## config.mk

```make
export PLATFORM = sky130hd
export DESIGN_NAME = butterfly_engine_flat
export DESIGN_NICKNAME = d
export VERILOG_FILES = /design/src/rtl/butterfly_engine_if.sv /design/src/rtl/butterfly_engine.sv /design/src/flat_wrapper.sv
export SDC_FILE = /design/constraint.sdc
export NUM_CORES = 1
export LEC_CHECK = 0
export CELL_PAD_IN_SITES_DETAIL_PLACEMENT = 1
export CELL_PAD_IN_SITES_GLOBAL_PLACEMENT = 1
export CORE_MARGIN = 3
export CORE_UTILIZATION = 45
export DETAILED_ROUTE_END_ITERATION = 7
export GPL_ROUTABILITY_DRIVEN = 0
export PLACE_DENSITY = 0.82
export SLEW_MARGIN = 5
export SYNTH_ARGS = -nofsm -noshare
export SYNTH_HDL_FRONTEND = slang
export SYNTH_SLANG_ARGS = --single-unit
```

## constraint.sdc

```tcl
create_clock -name Clock -period 10.3 [get_ports Clock]
set_input_delay 1.545 -clock Clock [delete_from_list [all_inputs] [get_ports Clock]]
set_output_delay 1.545 -clock Clock [all_outputs]
set_load 0.02 [all_outputs]
```

## src/rtl/butterfly_engine_if.sv

```systemverilog
// Stream, twiddle-ROM and status signals of the radix-2 butterfly engine.
// The master side is the surrounding pipeline (sample source, ROM, result sink).
interface butterfly_engine_if #(
    parameter int DW    = 8,
    parameter int TW_AW = 3,
    parameter int CNT_W = 16
);
    logic                 in_valid;
    logic                 in_ready;
    logic [DW-1:0]        a_re;
    logic [DW-1:0]        a_im;
    logic [DW-1:0]        b_re;
    logic [DW-1:0]        b_im;
    logic [TW_AW-1:0]     tw_idx;
    logic                 inv;
    logic [TW_AW-1:0]     tw_addr;
    logic [DW-1:0]        tw_re;
    logic [DW-1:0]        tw_im;
    logic                 out_valid;
    logic                 out_ready;
    logic [DW+1:0]        y_re;
    logic [DW+1:0]        y_im;
    logic [DW+1:0]        z_re;
    logic [DW+1:0]        z_im;
    logic [CNT_W-1:0]     done_cnt;

    modport master (
        output in_valid, a_re, a_im, b_re, b_im, tw_idx, inv, tw_re, tw_im, out_ready,
        input  in_ready, tw_addr, out_valid, y_re, y_im, z_re, z_im, done_cnt
    );

    modport slave (
        input  in_valid, a_re, a_im, b_re, b_im, tw_idx, inv, tw_re, tw_im, out_ready,
        output in_ready, tw_addr, out_valid, y_re, y_im, z_re, z_im, done_cnt
    );
endinterface

```

## src/rtl/butterfly_engine.sv

```systemverilog
// Radix-2 DIT butterfly y = a + w*b, z = a - w*b with one time-shared signed
// multiplier, an external synchronous twiddle ROM and valid/ready handshakes.
module butterfly_engine #(
    parameter int DW    = 8,
    parameter int FRAC  = DW - 1,
    parameter int TW_AW = 3,
    parameter int CNT_W = 16
) (
    input  logic              Clock,
    input  logic              nReset,
    butterfly_engine_if.slave bus
);
    localparam int ACC_W = 2 * DW + 2;
    localparam int OW    = DW + 2;

    typedef enum logic [2:0] {
        IDLE   = 3'd0,
        FETCH  = 3'd1,
        MUL_RR = 3'd2,
        MUL_II = 3'd3,
        MUL_RI = 3'd4,
        MUL_IR = 3'd5,
        SUM    = 3'd6,
        OUT    = 3'd7
    } state_t;

    state_t                   state_r;
    logic signed [DW-1:0]     a_re_r, a_im_r, b_re_r, b_im_r;
    logic                     inv_r;
    logic [TW_AW-1:0]         tw_addr_r;
    logic signed [DW:0]       tw_re_r, wi_eff_r;
    logic signed [ACC_W-1:0]  p_re_r, p_im_r;
    logic [OW-1:0]            y_re_r, y_im_r, z_re_r, z_im_r;
    logic                     out_valid_r;
    logic [CNT_W-1:0]         done_cnt_r;

    logic signed [DW:0]       tw_re_in_s, tw_im_in_s, wi_next_s;
    logic signed [DW-1:0]     mul_a_s;
    logic signed [DW:0]       mul_b_s;
    logic signed [ACC_W-1:0]  prod_s;
    logic signed [ACC_W-1:0]  a_re_sh_s, a_im_sh_s;
    logic signed [ACC_W-1:0]  y_re_full_s, y_im_full_s, z_re_full_s, z_im_full_s;

    // Twiddle widened by one bit so that conjugating -2^(DW-1) stays exact.
    assign tw_re_in_s = $signed({bus.tw_re[DW-1], bus.tw_re});
    assign tw_im_in_s = $signed({bus.tw_im[DW-1], bus.tw_im});
    assign wi_next_s  = inv_r ? -tw_im_in_s : tw_im_in_s;

    // Operand select for the single shared multiplier.
    always_comb begin
        mul_a_s = {DW{1'b0}};
        mul_b_s = {(DW+1){1'b0}};
        case (state_r)
            MUL_RR: begin
                mul_a_s = b_re_r;
                mul_b_s = tw_re_in_s;
            end
            MUL_II: begin
                mul_a_s = b_im_r;
                mul_b_s = wi_eff_r;
            end
            MUL_RI: begin
                mul_a_s = b_re_r;
                mul_b_s = wi_eff_r;
            end
            MUL_IR: begin
                mul_a_s = b_im_r;
                mul_b_s = tw_re_r;
            end
            default: begin
                mul_a_s = {DW{1'b0}};
                mul_b_s = {(DW+1){1'b0}};
            end
        endcase
    end

    assign prod_s = $signed({{(ACC_W-DW){mul_a_s[DW-1]}}, mul_a_s})
                  * $signed({{(ACC_W-DW-1){mul_b_s[DW]}}, mul_b_s});

    // Align a to the product's fixed point, add/subtract, then floor-shift back.
    always_comb begin
        a_re_sh_s   = $signed({{(ACC_W-DW){a_re_r[DW-1]}}, a_re_r}) <<< FRAC;
        a_im_sh_s   = $signed({{(ACC_W-DW){a_im_r[DW-1]}}, a_im_r}) <<< FRAC;
        y_re_full_s = (a_re_sh_s + p_re_r) >>> FRAC;
        z_re_full_s = (a_re_sh_s - p_re_r) >>> FRAC;
        y_im_full_s = (a_im_sh_s + p_im_r) >>> FRAC;
        z_im_full_s = (a_im_sh_s - p_im_r) >>> FRAC;
    end

    // Butterfly sequencer with all datapath and output registers.
    always_ff @(posedge Clock or negedge nReset) begin
        if (!nReset) begin
            state_r     <= IDLE;
            a_re_r      <= {DW{1'b0}};
            a_im_r      <= {DW{1'b0}};
            b_re_r      <= {DW{1'b0}};
            b_im_r      <= {DW{1'b0}};
            inv_r       <= 1'b0;
            tw_addr_r   <= {TW_AW{1'b0}};
            tw_re_r     <= {(DW+1){1'b0}};
            wi_eff_r    <= {(DW+1){1'b0}};
            p_re_r      <= {ACC_W{1'b0}};
            p_im_r      <= {ACC_W{1'b0}};
            y_re_r      <= {OW{1'b0}};
            y_im_r      <= {OW{1'b0}};
            z_re_r      <= {OW{1'b0}};
            z_im_r      <= {OW{1'b0}};
            out_valid_r <= 1'b0;
            done_cnt_r  <= {CNT_W{1'b0}};
        end else begin
            case (state_r)
                IDLE: begin
                    if (bus.in_valid) begin
                        a_re_r    <= bus.a_re;
                        a_im_r    <= bus.a_im;
                        b_re_r    <= bus.b_re;
                        b_im_r    <= bus.b_im;
                        inv_r     <= bus.inv;
                        tw_addr_r <= bus.tw_idx;
                        state_r   <= FETCH;
                    end
                end
                FETCH: begin
                    state_r <= MUL_RR;
                end
                MUL_RR: begin
                    tw_re_r  <= tw_re_in_s;
                    wi_eff_r <= wi_next_s;
                    p_re_r   <= prod_s;
                    state_r  <= MUL_II;
                end
                MUL_II: begin
                    p_re_r  <= p_re_r - prod_s;
                    state_r <= MUL_RI;
                end
                MUL_RI: begin
                    p_im_r  <= prod_s;
                    state_r <= MUL_IR;
                end
                MUL_IR: begin
                    p_im_r  <= p_im_r + prod_s;
                    state_r <= SUM;
                end
                SUM: begin
                    y_re_r      <= y_re_full_s[OW-1:0];
                    y_im_r      <= y_im_full_s[OW-1:0];
                    z_re_r      <= z_re_full_s[OW-1:0];
                    z_im_r      <= z_im_full_s[OW-1:0];
                    out_valid_r <= 1'b1;
                    state_r     <= OUT;
                end
                OUT: begin
                    if (bus.out_ready) begin
                        out_valid_r <= 1'b0;
                        done_cnt_r  <= done_cnt_r + {{(CNT_W-1){1'b0}}, 1'b1};
                        state_r     <= IDLE;
                    end
                end
                default: begin
                    out_valid_r <= 1'b0;
                    state_r     <= IDLE;
                end
            endcase
        end
    end

    assign bus.in_ready  = (state_r == IDLE);
    assign bus.tw_addr   = tw_addr_r;
    assign bus.out_valid = out_valid_r;
    assign bus.y_re      = y_re_r;
    assign bus.y_im      = y_im_r;
    assign bus.z_re      = z_re_r;
    assign bus.z_im      = z_im_r;
    assign bus.done_cnt  = done_cnt_r;
endmodule

```

## src/flat_wrapper.sv

```systemverilog
// flat-port wrapper written by rule: the top's interface ports become plain ports
module butterfly_engine_flat 
#(
    parameter int DW    = 8,
    parameter int FRAC  = DW - 1,
    parameter int TW_AW = 3,
    parameter int CNT_W = 16
)
  (Clock, nReset, bus_in_valid, bus_a_re, bus_a_im, bus_b_re, bus_b_im, bus_tw_idx, bus_inv, bus_tw_re, bus_tw_im, bus_out_ready, bus_in_ready, bus_tw_addr, bus_out_valid, bus_y_re, bus_y_im, bus_z_re, bus_z_im, bus_done_cnt);
  butterfly_engine_if #(.DW(DW), .TW_AW(TW_AW), .CNT_W(CNT_W)) bus_i ();
  input  logic Clock;
  input  logic nReset;
  input wire logic [$bits(bus_i.in_valid)-1:0] bus_in_valid;
  input wire logic [$bits(bus_i.a_re)-1:0] bus_a_re;
  input wire logic [$bits(bus_i.a_im)-1:0] bus_a_im;
  input wire logic [$bits(bus_i.b_re)-1:0] bus_b_re;
  input wire logic [$bits(bus_i.b_im)-1:0] bus_b_im;
  input wire logic [$bits(bus_i.tw_idx)-1:0] bus_tw_idx;
  input wire logic [$bits(bus_i.inv)-1:0] bus_inv;
  input wire logic [$bits(bus_i.tw_re)-1:0] bus_tw_re;
  input wire logic [$bits(bus_i.tw_im)-1:0] bus_tw_im;
  input wire logic [$bits(bus_i.out_ready)-1:0] bus_out_ready;
  output wire logic [$bits(bus_i.in_ready)-1:0] bus_in_ready;
  output wire logic [$bits(bus_i.tw_addr)-1:0] bus_tw_addr;
  output wire logic [$bits(bus_i.out_valid)-1:0] bus_out_valid;
  output wire logic [$bits(bus_i.y_re)-1:0] bus_y_re;
  output wire logic [$bits(bus_i.y_im)-1:0] bus_y_im;
  output wire logic [$bits(bus_i.z_re)-1:0] bus_z_re;
  output wire logic [$bits(bus_i.z_im)-1:0] bus_z_im;
  output wire logic [$bits(bus_i.done_cnt)-1:0] bus_done_cnt;
  assign bus_i.in_valid = bus_in_valid;
  assign bus_i.a_re = bus_a_re;
  assign bus_i.a_im = bus_a_im;
  assign bus_i.b_re = bus_b_re;
  assign bus_i.b_im = bus_b_im;
  assign bus_i.tw_idx = bus_tw_idx;
  assign bus_i.inv = bus_inv;
  assign bus_i.tw_re = bus_tw_re;
  assign bus_i.tw_im = bus_tw_im;
  assign bus_i.out_ready = bus_out_ready;
  assign bus_in_ready = bus_i.in_ready;
  assign bus_tw_addr = bus_i.tw_addr;
  assign bus_out_valid = bus_i.out_valid;
  assign bus_y_re = bus_i.y_re;
  assign bus_y_im = bus_i.y_im;
  assign bus_z_re = bus_i.z_re;
  assign bus_z_im = bus_i.z_im;
  assign bus_done_cnt = bus_i.done_cnt;
  butterfly_engine #(.DW(DW), .FRAC(FRAC), .TW_AW(TW_AW), .CNT_W(CNT_W)) u_core (.Clock(Clock), .nReset(nReset), .bus(bus_i));
endmodule
```

# == Word-level counts from Yosys, hierarchy flattened ==
# Index checks and enable logic that the tools add are counted.
# op_classes
addsub,8
n_reduce_logical,11
mul,1
n_eq_ne,9
n_mux,10
# op_table
cell,count
case mux 18 bit (2 select lines),2
adder 15 x 17 -> 17 bit,2
subtractor 15 x 17 -> 17 bit,2
case mux 9 bit (3 select lines),1
case mux 3 bit (8 select lines),1
adder 18 x 17 -> 18 bit,1
subtractor 18 x 17 -> 18 bit,1
multiplier 8 x 9 -> 17 bit,1
"adder 16 x 1 -> 16 bit, second input constant",1
case mux 8 bit (2 select lines),1
"== test 3 bit, second input constant",4
2-to-1 mux 9 bit,1
negation 8 -> 9 bit,1
AND reduction 2 bit,4
"== test 3 x 2 -> 1 bit, second input constant",2
2-to-1 mux 3 bit,2
nonzero test 2 bit,3
OR reduction 2 bit,3
"!= test 2 bit, second input constant",2
"== test 3 x 1 -> 1 bit, second input constant",1
logical NOT 3 bit,1
case mux 1 bit (2 select lines),1
2-to-1 mux 1 bit,1
# word_totals
wordCells,56
input_bits,56
ff_bits,149
output_inout_bits,61

# == Logic depth before layout (Yosys ltp) ==
# Gate-level depths: netlist of run 1.
# depth
depth_word,6
mapped_depth,32
mapped_depth_nobuf,31

# == Worst setup path before layout of run 1 ==
# Ideal clock, no wire load.
# synth_timing
path_type,input-to-reg
from,input bus_tw_re[7]
to,register u_core.p_re_r[16]
path_stages,26
path_buffers,0
t_required_ps,10196
arrival_time_ps,7858
setup_ps,104
path_slack_ps,2338
path_cell_list,nor2b_1 > a21oi_1 > o22a_1 > or2_2 > fa_1 > fa_1 > inv_1 > fa_1 > inv_1 > fa_1 > inv_1 > ha_1 > and3_1 > a221o_1 > nor2_1 > xor2_1 > ha_1 > and3_1 > o211a_1 > o31ai_1 > a31oi_1 > maj3_2 > maj3_2 > maj3_2 > mux2i_1 > o311ai_1
# synth_between
elab_chain_len,4
# synth_rtl
element,line_no,text
start: declaration,flat_wrapper.sv:20,input wire logic [$bits(bus_i.tw_re)-1:0] bus_tw_re;
case mux 9 bit (3 select lines) *,butterfly_engine.sv:53,case (state_r)
multiplier 8 x 9 -> 17 bit *,butterfly_engine.sv:78,"* $signed({{(ACC_W-DW-1){mul_b_s[DW]}}, mul_b_s});"
subtractor 18 x 17 -> 18 bit,butterfly_engine.sv:133,p_re_r <= p_re_r - prod_s;
case mux 18 bit (2 select lines) *,butterfly_engine.sv:111,case (state_r)
end signal: assignment,butterfly_engine.sv:102,p_re_r <= {ACC_W{1'b0}};
end signal: assignment,butterfly_engine.sv:129,p_re_r <= prod_s;
end signal: assignment,butterfly_engine.sv:133,
end: declaration,butterfly_engine.sv:32,"logic signed [ACC_W-1:0] p_re_r, p_im_r;"
# Mark *: on every way between the ends. The rest lies on a longest branch, timed or not.
# A chain may end at the register's enable or synchronous reset.

# == Final worst setup path of run 1 ==
# Ends and elaborated chain as after synthesis.

==> results.cfg, run 1 <==
[flow_run]
cap_violations = 0

[floorplanning]
rows = 58
initial_core_util = 0.4627
die_h_um = 167.6
core_area_mm2 = 0.02540
num_io_pins = 117
dieArea_mm2 = 0.02809
dieWidth_um = 167.6

[cts]
clock_path_buffers = 2
path_clk_slew_ns = 0.08
cts_tree = built
cts_buffers = 17
cts.hold.buffers_added = 0
numClockSinks = 147
cts_resized = 0
htreeDepth = 4
clk_root_buffer_cell = clkbuf_16
post_cts_buffers = 0
clk_latency_ns = 0.44

[sta]
max_freq_ghz = 0.1151
setup_viol = 0
fin_crit_ns = 8.685
worst_slew_pin_slew_ns = 1.082
hold_viol = 0
setup_tns_ns = 0
finalCritPeriodShare = 0.8432
rsz0062_at_grt = false
clock_skew_ns = 0.01505
drv_slew = 0
setup_ws_ns = 1.615
slew_headroom = 0.2734

[route]
routed_wirelength_mm = 32.64
ant_nets = 0
drc = 0
dr.first_iter.drc_count = 626
dr.pass1.iters = 5
vias = 9632
viasPerCell = 5.520
drt-wirelength-per-cell_um = 18.71

[synthesis]
yosysWarningCount = 0
synth_cells = 1302
ys_ff_latch = 147
synthFlopType = dfrtp_1
async_reset_ff_frac = 1.000
syn_area_mm2 = 0.01175
syn_area_per_cell_um2 = 9.026
synth_edf_count = 0
ys_types = 62
syn_nets = 1521
synth-seq-area-share = 0.3130

[global_routing]
grt_use_total = 0.2365
grtUsageMet1 = 0.2984
grt-ovfl-total = 0
grt_pass1_wl_mm = 54.37
grt-busiest-layer = met2
grtUsageMet3 = 0.03211
grt_pass1_vias = 10342
grt_use_met2 = 0.4253
grt_max_degree = 93
antenna_found_initial = 0

[worst_setup_path]
cp.required_ns = 10.63
endpoint_kind = register
start_kind = input pin
crit_fanout = 8
cp_data_arrival_time_ns = 9.02
worstSetupPathType = input pin to register

[layout]
layout-drive-gt1-share = 0.07562
final_cell_mix = inv_1, dfrtp_1, nand2_1, nor2_1, clkdlybuf4s50_1
final_nets = 1621
fill_cells = 2950
area_delta_synth_final_pct = 17.74
layout_commonest_cell = inv_1
fin_util = 0.5447
n_antenna_cell = 0

[place]
place_ws_ns = 1.231
port_buffers = 116
dpl.hpwl_mm = 23.83

[worst_hold_path]
hp-class = register to register

[status]
status = finished, final reports clean
[critical path, cell delays in order]
cell and delay, ns:
clkdlybuf4s50_1 0.49, nor2b_1 0.18, a21oi_1 0.06, o22a_1 0.32
or2_2 0.35, fa_1 0.50, fa_1 0.53, inv_1 0.05
fa_1 0.47, inv_1 0.06, fa_1 0.53, inv_1 0.04
ha_1 0.35, and3_1 0.17, a221o_1 0.36, nor2_1 0.13
xor2_1 0.28, ha_1 0.35, and3_1 0.19, o211a_1 0.14
o31ai_1 0.33, a31oi_1 0.17, maj3_2 0.37, maj3_2 0.35
maj3_2 0.32, mux2i_1 0.12, o311ai_1 0.26
[routing by layer]
metal / share of wire / wire length, µm / up-vias
met1: 0.43 / 14180 / 4853
li1: - / - / 4554
met3: 0.027 / 896 / 44
met4: 0.022 / 718 / 0
met2: 0.52 / 16850 / 181
met5: 0 / 0 / -
[metrics by stage]
| stage | instance area [µm²] | instances | hold slack (ns) |
|---|---|---|---|
| after floorplan | 11750 | 1302 | 0.4454 |
| after global placement | 13220 | 1713 | 0.4572 |
| after detailed placement | 13220 | 1713 | 0.4666 |
| after CTS | 13840 | 1745 | 0.4839 |
| after global routing | 13840 | 1745 | 0.5083 |
| final | 13840 | 1745 | 0.4801 |
[path summary, 6_finish.rpt]
check                                               startpoint                                  end  slack (ns)  depth (start not counted)
min in group asynchronous                               nReset       u_core.bus.z_im[1]$_DFFE_PN0P_        1.18                          1
setup reg to reg                 u_core.state_r[1]$_DFFE_PN0P_        u_core.p_re_r[16]$_DFFE_PN0P_        1.74                         26
hold reg to reg            u_core.bus.done_cnt[15]$_DFFE_PN0P_  u_core.bus.done_cnt[15]$_DFFE_PN0P_        0.48                          1
setup / recovery                                  bus_tw_re[7]        u_core.p_re_r[16]$_DFFE_PN0P_        1.62                         27
hold / removal             u_core.bus.done_cnt[15]$_DFFE_PN0P_  u_core.bus.done_cnt[15]$_DFFE_PN0P_        0.48                          1
max in group asynchronous                               nReset        u_core.state_r[0]$_DFFE_PN0P_        7.72                          2
[cell families (layout without fill, tap and decap cells)]
family          after synthesis  in the layout  synth area share
compound gates              280            280            0.1460
xor+xnor                     87             87           0.06484
fa+ha+maj                   167            167            0.2188
buf+inv                     199            312           0.06367
flops                       147            147            0.3130
mux                          68             68           0.06282
simple gates                354            354            0.1309
[flip-flops by register name (all words and copies together) (netlist names)]
| name | cells |
|---|---|
| u_core.bus.y_re | 10 |
| u_core.bus.z_re | 10 |
| u_core.bus.z_im | 10 |
| u_core.tw_re_r | 8 |
| u_core.state_r | 3 |
| u_core.p_re_r | 17 |
| u_core.p_im_r | 17 |
| u_core.bus.done_cnt | 16 |
| u_core.bus.out_valid | 1 |
| u_core.wi_eff_r | 9 |
| u_core.b_re_r | 8 |
| u_core.bus.tw_addr | 3 |
| u_core.inv_r | 1 |
| u_core.bus.y_im | 10 |
| u_core.a_re_r | 8 |
| u_core.b_im_r | 8 |
| u_core.a_im_r | 8 |
[final cells by class]
type	count	area, µm²	area share
clock inverters	15	186.4	0.01347
inverters	158	593.1	0.04286
flip-flops and latches	147	3680	0.2660
repair buffers	122	1207	0.08727
multi-input cells	956	7331	0.5298
well taps	330	412.9	0.02984
clock buffers	17	425.4	0.03075
[cells in the mapped netlist (4+ instances only)]
cell	n	area, µm²
fa_1	65	1301
a31oi_1	7	43.79
nor2_1	118	442.9
nand3_1	15	75.07
mux2_2	44	495.5
ha_1	98	1226
or2_2	13	81.33
nand2b_1	4	25.02
nor2b_1	9	56.30
o21bai_1	14	105.1
a21o_1	11	82.58
xnor2_1	63	551.8
o22a_1	10	87.58
mux2i_1	22	220.2
nor3_1	17	85.08
nand4_1	7	43.79
o31ai_1	9	67.56
buf_1	7	26.28
nand2_1	143	536.8
xor2_1	24	210.2
a21oi_1	69	345.3
and3_1	11	68.82
o21ai_1	13	65.06
inv_1	158	593.1
a211oi_1	10	75.07
o21a_1	12	90.09
o21ai_0	90	450.4
dfrtp_1	147	3679
clkbuf_1	33	123.9
Power of run 1 is not shown: default switching activity piles up to over one toggle a cycle in this logic, so the estimate is an artifact.
==> inputs of run 2 (changes only) <==
Clock period 10.3 ns to 8.3 ns, I/O delays scaled along.
==> run 2 against run 1 <==
Die area unchanged. Cell area up 2.3%. Non-clock buffer count up 40.
==> results.cfg, run 2 (synthesis gave the netlist of run 1 again) <==
[status]
status = finished, final reports clean

[layout]
final_cell_mix = inv_1, dfrtp_1, nand2_1, nor2_1, clkdlybuf4s50_1
area_delta_synth_final_pct = 20.43
layout_commonest_cell = inv_1
final_cell_count_no_fill = 1785
final_nets = 1661
n_antenna_cell = 0
layout-drive-gt1-share = 0.1017

[worst_setup_path]
worstSetupPathType = input pin to register
startpoint = bus_tw_re[2]
ff2ff_setup_slack_ns = 0.56
cp_slowest_cell = fa_1
crit_top_cell = fa_1
endpoint_kind = register
r2r-start = u_core.state_r[1]$_DFFE_PN0P_
cp_data_arrival_time_ns = 8.28
crit_fanout = 4
start_kind = input pin
cp.required_ns = 8.64
cp_slowest_stage_delay_ns = 0.56

[floorplanning]
dieWidth_um = 167.6
initial_core_util = 0.4627
die_h_um = 167.6
num_io_pins = 117
core_area_mm2 = 0.02540
rows = 58
dieArea_mm2 = 0.02809

[sta]
finalCritPeriodShare = 0.9562
fin_crit_ns = 7.936
clock_skew_ns = 0.01237
drv_slew = 0
slew_headroom = 0.3476
setup_ws_ns = 0.3637
setup_viol = 0
setup_tns_ns = 0
hold_ws_ns = 0.4758
hold_viol = 0
worst_slew_pin_slew_ns = 0.9785
max_freq_ghz = 0.1260

[global_routing]
antenna_found_initial = 0
grt_use_met2 = 0.4396
grtUsageMet3 = 0.03329
grt-ovfl-total = 0
grt_pass1_wl_mm = 54.81
grt_use_total = 0.2392
grt-busiest-layer = met2
grtUsageMet1 = 0.2901
grt_pass1_vias = 10824
grt_max_degree = 90

[cts]
htreeDepth = 4
cts_tree = built
cts_buffers = 17
clk_latency_ns = 0.45
numClockSinks = 147
clk_root_buffer_cell = clkbuf_16
clock_path_buffers = 2
path_clk_slew_ns = 0.07
cts.hold.buffers_added = 0

[route]
routed_wirelength_mm = 33.22
drt-wirelength-per-cell_um = 18.61
drc = 0
vias = 9840
viasPerCell = 5.513
dr.pass1.iters = 4
ant_nets = 0
dr.first_iter.drc_count = 525

[place]
port_buffers = 116
place_ws_ns = -0.1530
dpl.hpwl_mm = 24.26
placedCellCount = 1752

[flow_run]
cap_violations = 0

[worst_hold_path]
hold_start = u_core.bus.done_cnt[15]$_DFFE_PN0P_
hp-class = register to register
run 2: area by class of cell:
cell class / instances / area (µm²)
clock buffer: 17 / 425.4
clock inverter: 15 / 188.9
fill: 2912 / 11250
inverter: 158 / 593.1
multi-input combinational: 956 / 7345
sequential: 147 / 3680
tap: 330 / 412.9
timing repair buffer: 162 / 1508
run 2: stage by stage:
| step | area [µm²] | util |
|---|---|---|
| 5_1_grt | 14150 | 0.5572 |
| 6_report | 14150 | 0.5572 |
| 2_1_floorplan | 11750 | - |
| 3_5_place_dp | 13520 | 0.5322 |
| 3_3_place_gp | 13520 | 0.5322 |
| 4_1_cts | 14130 | 0.5564 |
run 2: path summary, 6_finish.rpt:
| kind | endpoint | cells past startpoint |
|---|---|---|
| worst min-delay path | u_core.bus.done_cnt[15]$_DFFE_PN0P_ | 1 |
| min in group asynchronous | u_core.bus.y_im[3]$_DFFE_PN0P_ | 1 |
| worst max-delay path | u_core.p_re_r[16]$_DFFE_PN0P_ | 26 |
| worst min register to register | u_core.bus.done_cnt[15]$_DFFE_PN0P_ | 1 |
| worst max register to register | u_core.p_re_r[16]$_DFFE_PN0P_ | 28 |
| max in group asynchronous | u_core.state_r[0]$_DFFE_PN0P_ | 2 |
run 2: worst max-delay path, delay by kind of cell:
kind / cells / cell delay, ns
and+or+nand+nor: 4 / 0.79
AOI/OAI and AO/OA: 6 / 1.36
xor gates and xnor gates: 1 / 0.22
buffers and inverters: 4 / 0.70
muxes: 2 / 0.22
adders and majority gates: 9 / 3.72
run 2: metal layers:
metal / wire length (µm) / vias to the layer above
li1: - / 4647
met1: 14300 / 4982
met2: 17350 / 164
met3: 891 / 47
met4: 678 / 0
met5: 0 / -
run 2: what timing repair did:
action | CTS | global route
setup buffers | 0 | 1
setup endpoints to repair | 0 | 1
gates resized for setup | 0 | 2
Power of run 2 is left out for the same reason.
